<file path="src/rtl/wb_check_pkg.sv">
// Shared types for the writeback stream checker: FSM states, table entry and exp_n clamp.
package wb_check_pkg;

  // Entry fields are sized for the widest supported core; narrower ports are zero-extended.
  localparam int unsigned WB_RA_W_MAX = 8;
  localparam int unsigned WB_XLEN_MAX = 64;

  typedef enum logic [2:0] {
    ST_IDLE,
    ST_RUN,
    ST_PASS,
    ST_FAIL,
    ST_TMO
  } wb_chk_state_t;

  typedef struct packed {
    logic [WB_RA_W_MAX-1:0] a;
    logic [WB_XLEN_MAX-1:0] d;
  } wb_entry_t;

  function automatic int unsigned clamp_n(input int unsigned n, input int unsigned depth);
    return (n > depth) ? depth : n;
  endfunction

endpackage

</file>
<file path="src/rtl/wb_check_table.sv">
// Expected-entry table: one synchronous write port, one combinational read port, no reset.
module wb_check_table
  import wb_check_pkg::*;
#(
  parameter  int unsigned DEPTH = 16,
  localparam int unsigned IW    = $clog2(DEPTH)
) (
  input  logic          clk,
  input  logic          i_we,
  input  logic [IW-1:0] i_widx,
  input  wb_entry_t     i_wdata,
  input  logic [IW-1:0] i_ridx,
  output wb_entry_t     o_rdata
);

  wb_entry_t r_mem [DEPTH];

  always_ff @(posedge clk) begin
    if (i_we) r_mem[i_widx] <= i_wdata;
  end

  assign o_rdata = r_mem[i_ridx];

endmodule

</file>
<file path="config.mk">
export PLATFORM = sky130hd
export DESIGN_NAME = wb_check_table
export DESIGN_NICKNAME = d
export VERILOG_FILES = /design/src/rtl/wb_check_pkg.sv /design/src/rtl/wb_check_table.sv
export SDC_FILE = /design/constraint.sdc
export NUM_CORES = 1
export LEC_CHECK = 0
export CORE_ASPECT_RATIO = 1.75
export CORE_UTILIZATION = 50
export CTS_CLUSTER_SIZE = 24
export DETAILED_ROUTE_END_ITERATION = 16
export GPL_TIMING_DRIVEN = 0
export HOLD_SLACK_MARGIN = 0.12
export PLACE_DENSITY = 0.74
export SYNTH_ARGS = -nofsm -noshare
export SYNTH_HDL_FRONTEND = slang
export SYNTH_SLANG_ARGS = --single-unit
</file>
<file path="constraint.sdc">
create_clock -name clk -period 8.35 [get_ports clk]
set_input_delay 1.67 -clock clk [delete_from_list [all_inputs] [get_ports clk]]
set_output_delay 1.67 -clock clk [all_outputs]
set_load 0.005 [all_outputs]
</file>
# [Yosys cells after proc, flatten, opt, wreduce, memory -nomap -nowiden]
# Memories as Yosys holds them, arrays and structs flattened.
# Cells that the tools add are included.
[totals] out_inout_bits=72 ff_bits=0 mem_bits_rw=1152 elab_cells=3 input_bits=82 latch_bits=0 rom_bits=0 memories=1
[mem_list] name="r_mem" depth=16 width=72 rd=1 rd_clocked_by_memory_dff=0 write_ports=1 line_no="wb_check_table.sv:16" text="wb_entry_t r_mem [DEPTH];"
[classes] bitwise=0 n_eq_ne=0 div_mod_pow=0 magnitude_cmp=0 n_mul=0 muxes=2 add_sub_neg=0 shifts=0 n_reduce_logical=0
[op_table] operator="$mux 1" n=2

# [Longest topological paths before layout]
# Gate-level depths: netlist of the first run.
[depth] depth_word=2 mapped_depth=6 depth_no_buf=3

# [Worst setup path before layout of the first run]
# Ideal clock, no wire load.
[synth_timing] kind="input port to flip-flop" startpoint="input port i_widx[2]" endpoint="memory r_mem[0][0] (netlist name) (enable)" path_slack_ns=0.689 n_path_buf=0 t_required_ns=7.758 stages=2 arrival_ns=7.070 setup_ns=0.592 path_cell_list="or3b_2 -> nor3_1"
[synth_lines] item="from (decl)" line_no="wb_check_table.sv:10" text="input logic [IW-1:0] i_widx,"
[synth_lines] item="to (decl)" line_no="wb_check_table.sv:16"
# No word-level cell before the write port.

==> key figures, run 1 <==
Run status
  – Status: finished, final reports clean

Setup path
  – Setup Crit Path Kind: input port to output port
  – CP Capture Point: o_rdata[32]
  – Worst Setup SP: i_ridx[2]
  – Arrival time at the worst endpoint: 4.84 ns
  – CP required: 6.68 ns
  – Critical path fanouts, max: 10
  – Endpoint kind of the worst setup timing path: output port
  – Nature of the critical path startpoint: input port

Clock network
  – H-tree depth: 3
  – Clock-pin slew of the registers on the worst-case setup and hold paths: 0.07 ns
  – Number of buffers added by the clock tree synthesis step: 96
  – Post-CTS Setup Bufs: 0
  – # resized after CTS: 0
  – Sinks on Clock Net: 1152
  – Deepest clock path buffer count: 3
  – Cell at the root of the clock tree: sky130_fd_sc_hd__clkbuf_16
  – CTS tree: built
  – Count of hold buffers inserted by post-cts repair: 0

Global route
  – First-pass GRT wire length: 145.8 mm
  – Global router's overall resource usage: 0.2345
  – Antenna violations before repair: 6
  – Number of global-route vias before repair: 21800
  – Overall overflow remaining after global route: 0
  – Maximum number of pins on one net before global-route repair: 25

Logic synthesis
  – Share of Yosys cell area claimed by the top area cell type: 0.8025
  – Yosys synthesis warning count: 0
  – Flops & latches, synth: 1152
  – Most frequent cells after synthesis: sky130_fd_sc_hd__edfxtp_1, sky130_fd_sc_hd__mux4_2, sky130_fd_sc_hd__a22oi_1
  – Proportion of synthesized chip area in sequential cells: 0.8025
  – Number of distinct library cell variants in the gate-level netlist after synthesis: 17
  – Count of flip-flops with a built-in enable after synthesis: 1152
  – Mean Syn Cell Area: 24.25 µm²
  – Syn Nets: between 1500 and 2000
  – Leading cell type by number of instances after synthesis: sky130_fd_sc_hd__edfxtp_1
  – Cells after synthesis: roughly 1800
  – Biggest area consumer among synthesized cells: sky130_fd_sc_hd__edfxtp_1
  – Top flip-flop cell by instance count after synthesis: sky130_fd_sc_hd__edfxtp_1
  – Area of the mapped netlist: 43110 µm²
  – Largest cells by area after synthesis: sky130_fd_sc_hd__edfxtp_1, sky130_fd_sc_hd__mux4_2, sky130_fd_sc_hd__a22oi_1
  – Share of synthesized flip-flops with an asynchronous set or reset: 0

Detailed routing
  – Post-route DRC: 0
  – Number of vias in the routed layout: just over 20000
  – DR WL/cell: a little over 30 µm
  – DRC marker count from the first detailed-route iteration: about 2800
  – First drt pass iteration count: 7
  – Detailed-route vias per instance: 6.166
  – Aggregate routed wire length: 100.8 mm
  – Number of nets still failing antenna checks after routing: 0

Cells and area
  – Summed area of non-filler cells in the final layout: around 51000 µm²
  – Layout Utilization: 0.5940
  – Share of post-route cells with drive strength above 1: 0.2585
  – Count of nets after finishing: about 2200
  – P&R area growth vs syn: 17.76%
  – Total of fill cells in the finished design: 5739
  – Flip-flop count of the largest register, all copies and words added: 1152
  – Post-route non-filler standard cell count: 3341
  – Top Registers: r_mem: 1152 flops
  – Register containing the most flip-flops in the final layout: r_mem

Place
  – Total instance count after detailed placement: 3157
  – Dpl cell area: around 47000 µm²
  – Buffers added on ports: 151
  – Half-perimeter wire length after placement: about 64 mm
  – Gp weighted congestion: between 0.7 and 0.8

Power
  – P per Cell Area: around 230 nW/µm²
  – Leakage dissipation: 15.92 nW
  – VDD IR-drop max: 180.9 µV

STA
  – Summed negative setup slack over all endpoints: 0 ns
  – Slew of the pin with the lowest slew margin: between 1 and 1.5 ns
  – Time the worst path needs with I/O delays and setup: 6.510 ns
  – RSZ-0062 raised after global routing: no
  – Final number of max-transition violations: 0
  – Final hold violation count: 0
  – Final Cycle Share: 0.7796
  – Maximum achievable frequency: 153.6 MHz
  – Max-slew headroom at the worst pin: 0.1928
  – Number of setup violations in the final report: 0

Floorplan
  – I/O pins: 154
  – Die Wd: around 220 µm
  – Area enclosed by the die boundary: 87440 µm²
  – Floorplan core area: 85460 µm²
  – Initial Util: 0.5044
  – Placement row count: 142
  – Die Span Y: 390.4 µm

Worst hold path
  – Start point of the worst hold path: i_wdata[17]
  – Class of the tightest hold or removal check: input port to flip-flop

Job
  – Number of max-cap violations: 0
layout by cell type, fill, tap and decap left out:
cell	Yosys	final
sky130_fd_sc_hd__clkinv_4	0	1
sky130_fd_sc_hd__nor2_1	13	1
sky130_fd_sc_hd__buf_8	0	3
sky130_fd_sc_hd__or3b_2	1	1
sky130_fd_sc_hd__nor3_2	0	4
sky130_fd_sc_hd__buf_12	0	28
sky130_fd_sc_hd__a22oi_1	144	144
sky130_fd_sc_hd__nor2b_1	2	2
sky130_fd_sc_hd__clkbuf_1	50	66
sky130_fd_sc_hd__buf_16	0	11
sky130_fd_sc_hd__clkinvlp_4	0	2
sky130_fd_sc_hd__buf_1	7	7
sky130_fd_sc_hd__clkbuf_16	0	101
sky130_fd_sc_hd__inv_6	0	2
sky130_fd_sc_hd__and2_1	1	1
sky130_fd_sc_hd__nand3b_1	2	2
sky130_fd_sc_hd__buf_4	9	11
sky130_fd_sc_hd__bufinv_16	0	16
sky130_fd_sc_hd__clkinv_2	0	24
sky130_fd_sc_hd__clkdlybuf4s50_1	0	151
sky130_fd_sc_hd__buf_2	10	10
sky130_fd_sc_hd__diode_2	0	3
sky130_fd_sc_hd__clkinv_1	0	19
sky130_fd_sc_hd__nand2_1	73	73
sky130_fd_sc_hd__nor2_4	0	12
sky130_fd_sc_hd__mux4_2	288	288
sky130_fd_sc_hd__nand3_1	1	1
sky130_fd_sc_hd__edfxtp_1	1152	1152
sky130_fd_sc_hd__buf_6	19	51
sky130_fd_sc_hd__nand2b_1	2	2
how the worst min path moves through the flow:
stage,end,slack [ns],depth (start not counted)
2_1_floorplan,r_mem[0][0]$_DFFE_PP_,1.77,0
5_1_grt,r_mem[14][51]$_DFFE_PP_,1.95,1
4_1_cts,r_mem[9][71]$_DFFE_PP_,1.88,1
3_3_place_gp,r_mem[12][5]$_DFFE_PP_,2.53,1
6_report,r_mem[6][17]$_DFFE_PP_,1.92,1
3_5_place_dp,r_mem[7][14]$_DFFE_PP_,2.60,1
through the flow:
stage	hold slack (ns)	worst slack, ns	total power, W
CTS	1.877	1.921	0.01197
detailed placement	2.603	1.944	0.007342
floorplan	1.769	0.6889	0.006970
global route	1.955	1.780	0.01219
global placement	2.528	-5.561	0.007302
finish	1.917	1.840	0.01192
kinds of logic (layout without fill, tap and decap cells):
kind of cell	after synthesis	in the layout	synth area share
AOI/OAI and AO/OA	144	144	0.02508
buffers and inverters	95	503	0.01265
DFF	1152	1152	0.8025
muxes	288	288	0.1505
other	0	3	0
and+or+nand+nor	99	99	0.009346
power by group:
group	leakage, nW	switching [W]	internal, W
clock network	1.63	0.00200	0.00270
registers	10.4	0.0000292	0.00648
logic	3.89	0.000384	0.000320
area by class of cell:
type	count	area, µm²	area share
well taps	1152	1441	0.02839
clock inverters	64	713.2	0.01405
clock buffers	117	2587	0.05097
plain buffers	95	545.5	0.01075
flip-flops and latches	1152	34590	0.6815
diodes	3	7.507	0.0001479
multi-input cells	531	8080	0.1592
repair buffers	227	2795	0.05506
per-layer routing:
metal | global-route usage | wire length, µm | up-vias
met2 | 0.4054 | 52790 | 1129
li1 | - | - | 8339
met5 | 0 | 47 | -
met4 | 0.08481 | 3130 | 8
met1 | 0.2945 | 36390 | 10910
met3 | 0.04592 | 8411 | 215
critical path, stage by stage:
cell and delay [ns]:
sky130_fd_sc_hd__clkdlybuf4s50_1 0.47, sky130_fd_sc_hd__nor2_1 0.94, sky130_fd_sc_hd__clkbuf_1 0.75, sky130_fd_sc_hd__a22oi_1 0.26
sky130_fd_sc_hd__nand2_1 0.22, sky130_fd_sc_hd__clkdlybuf4s50_1 0.53
(Power assumes the default switching activity.)
==> run 2: changes to the inputs <==
- clock period: 8.35 -> 6.4 ns (I/O delays scaled with it)
==> key figures, run 2 (synthesis gave the netlist of run 1 again) <==
Cells and area
  – Share of post-route cells with drive strength above 1: 0.2534
  – P&R area growth vs syn: 17.58%
  – Top Registers: r_mem: 1152 flops
  – Summed area of non-filler cells in the final layout: 50690 µm²
  – Footprint of the flip-flops and latches: 34590 µm²
  – Total area of multi-input combinational cells: 8105 µm²
  – Layout Utilization: 0.5931
  – Flip-flop count of the largest register, all copies and words added: 1152
  – Total of fill cells in the finished design: 5717
  – Register containing the most flip-flops in the final layout: r_mem
  – Count of nets after finishing: 2167
  – Commonest cells after routing, fill and taps aside: sky130_fd_sc_hd__edfxtp_1, sky130_fd_sc_hd__mux4_2, sky130_fd_sc_hd__clkdlybuf4s50_1
  – Most common cell after layout, fill and taps aside: sky130_fd_sc_hd__edfxtp_1

Setup path
  – Endpoint kind of the worst setup timing path: output port
  – CP required: 5.12 ns
  – Arrival time at the worst endpoint: 4.58 ns
  – CP dominant cell by count: sky130_fd_sc_hd__clkdlybuf4s50_1
  – Crit-path max cell delay: 1.05 ns
  – Critical path fanouts, max: 10
  – Worst-path cell with the longest stage delay: sky130_fd_sc_hd__nor2_1
  – Critical-path cell list: clkdlybuf4s50_1 > nor2_1 > clkbuf_1 > a22oi_1 > nand2_1 > clkdlybuf4s50_1
  – Nature of the critical path startpoint: input port
  – Setup Crit Path Kind: input port to output port

Place
  – Dpl cell area: 47480 µm²
  – Buffers added on ports: 151
  – Half-perimeter wire length after placement: 64.36 mm
  – Gp weighted congestion: 0.7380
  – Worst setup slack after placement: 0.6447 ns

STA
  – Worst setup slack after layout: 0.5360 ns
  – Final Cycle Share: 0.9163
  – Max-slew headroom at the worst pin: 0.09646
  – Maximum achievable frequency: 170.5 MHz
  – Number of setup violations in the final report: 0
  – RSZ-0062 raised after global routing: no
  – Final number of max-transition violations: 0
  – Final hold violation count: 0
  – Time the worst path needs with I/O delays and setup: 5.864 ns
  – Slew of the pin with the lowest slew margin: between 1 and 1.5 ns

Clock network
  – CTS tree: built
  – # resized after CTS: 0
  – Number of buffers added by the clock tree synthesis step: 94
  – Count of hold buffers inserted by post-cts repair: 0
  – H-tree depth: 3
  – Deepest clock path buffer count: 3
  – Post-CTS Setup Bufs: 0
  – Cell at the root of the clock tree: sky130_fd_sc_hd__clkbuf_16
  – Sinks on Clock Net: 1152
  – Clock-pin slew of the registers on the worst-case setup and hold paths: around 0.070 ns

Global route
  – Overall overflow remaining after global route: 0
  – Number of global-route vias before repair: 21590
  – Antenna violations before repair: 7
  – Global router's overall resource usage: 0.2374
  – First-pass GRT wire length: 146.4 mm
  – Maximum number of pins on one net before global-route repair: 25

Worst hold path
  – Number of instances on the worst hold path: 1
  – Start point of the worst hold path: i_wdata[55]
  – Hold Crit Endpoint: r_mem[15][55]$_DFFE_PP_
  – Class of the tightest hold or removal check: input port to flip-flop

Floorplan
  – I/O pins: approximately 150
  – Area enclosed by the die boundary: 87440 µm²
  – Placement row count: 142
  – Die Span Y: ~390 µm
  – Initial Util: 0.5044
  – Floorplan core area: 85460 µm²
  – Die Wd: 224.0 µm

Detailed routing
  – First drt pass iteration count: 5
  – DR WL/cell: 30.69 µm
  – DRC marker count from the first detailed-route iteration: 2640
  – Number of vias in the routed layout: 20460
  – Number of nets still failing antenna checks after routing: 0
  – Detailed-route vias per instance: 6.170
  – Aggregate routed wire length: around 100 mm
  – Post-route DRC: 0

Power
  – P per Cell Area: 304.4 nW/µm²
  – Leakage dissipation: 15.83 nW
  – VDD IR-drop max: 235.0 µV

Job
  – Number of max-cap violations: 0

Run status
  – Status: finished, final reports clean
run 2: changes by cell type in the layout (fill, tap and decap cells not counted), sizes merged:
cell / change
buf: -16
bufinv: -1
clkbuf: -10
clkinvlp: +4
diode: -2
run 2: worst max-delay path by stage:
stage                         start                      to  cells after the start
after floorplan           i_widx[2]   r_mem[1][0]$_DFFE_PP_                      2
after global placement         i_we  r_mem[2][37]$_DFFE_PP_                      3
after detailed placement  i_ridx[2]             o_rdata[48]                      6
after CTS                 i_ridx[2]             o_rdata[48]                      6
after global routing      i_ridx[2]             o_rdata[48]                      6
final                     i_ridx[2]             o_rdata[44]                      6
run 2: power breakdown:
part           total, W  switching (W)  internal (W)
registers       0.00849      0.0000383       0.00845
clock network   0.00601        0.00263       0.00338
logic          0.000921       0.000503      0.000418
run 2: worst max-delay path: cells and delay by family:
family / cells / cell delay, ns
buffers and inverters: 3 / 1.75
AND/OR/NAND/NOR: 2 / 1.28
AO/OA/AOI/OAI: 1 / 0.27
run 2: cell type report:
cell class              count  share of cell area
flip-flops and latches   1152              0.6825
multi-input cells         531              0.1599
repair buffers            211             0.05515
clock buffers             107             0.04863
well taps                1152             0.02844
clock inverters            67             0.01459
plain buffers              95             0.01076
diodes                      1          0.00004937
run 2: layer usage:
metal | vias to the layer above | part of all wire | GRT usage
met1 | 10840 | 0.36 | 0.2898
met5 | - | 0.00071 | 0
met3 | 212 | 0.078 | 0.04667
met4 | 12 | 0.032 | 0.09415
met2 | 1096 | 0.53 | 0.4151
li1 | 8301 | - | -
run 2: through the flow:
step / total power (W) / std cells / hold slack, ns / setup TNS (ns)
2_1_floorplan: 0.009092 / 1778 / 1.379 / 0
3_3_place_gp: 0.009524 / 3081 / 2.130 / -3032.11
3_5_place_dp: 0.009581 / 3141 / 2.196 / 0
4_1_cts: 0.01550 / 3315 / 1.466 / 0
5_1_grt: 0.01581 / 3316 / 1.521 / 0
6_report: 0.01543 / 3316 / 1.490 / 0
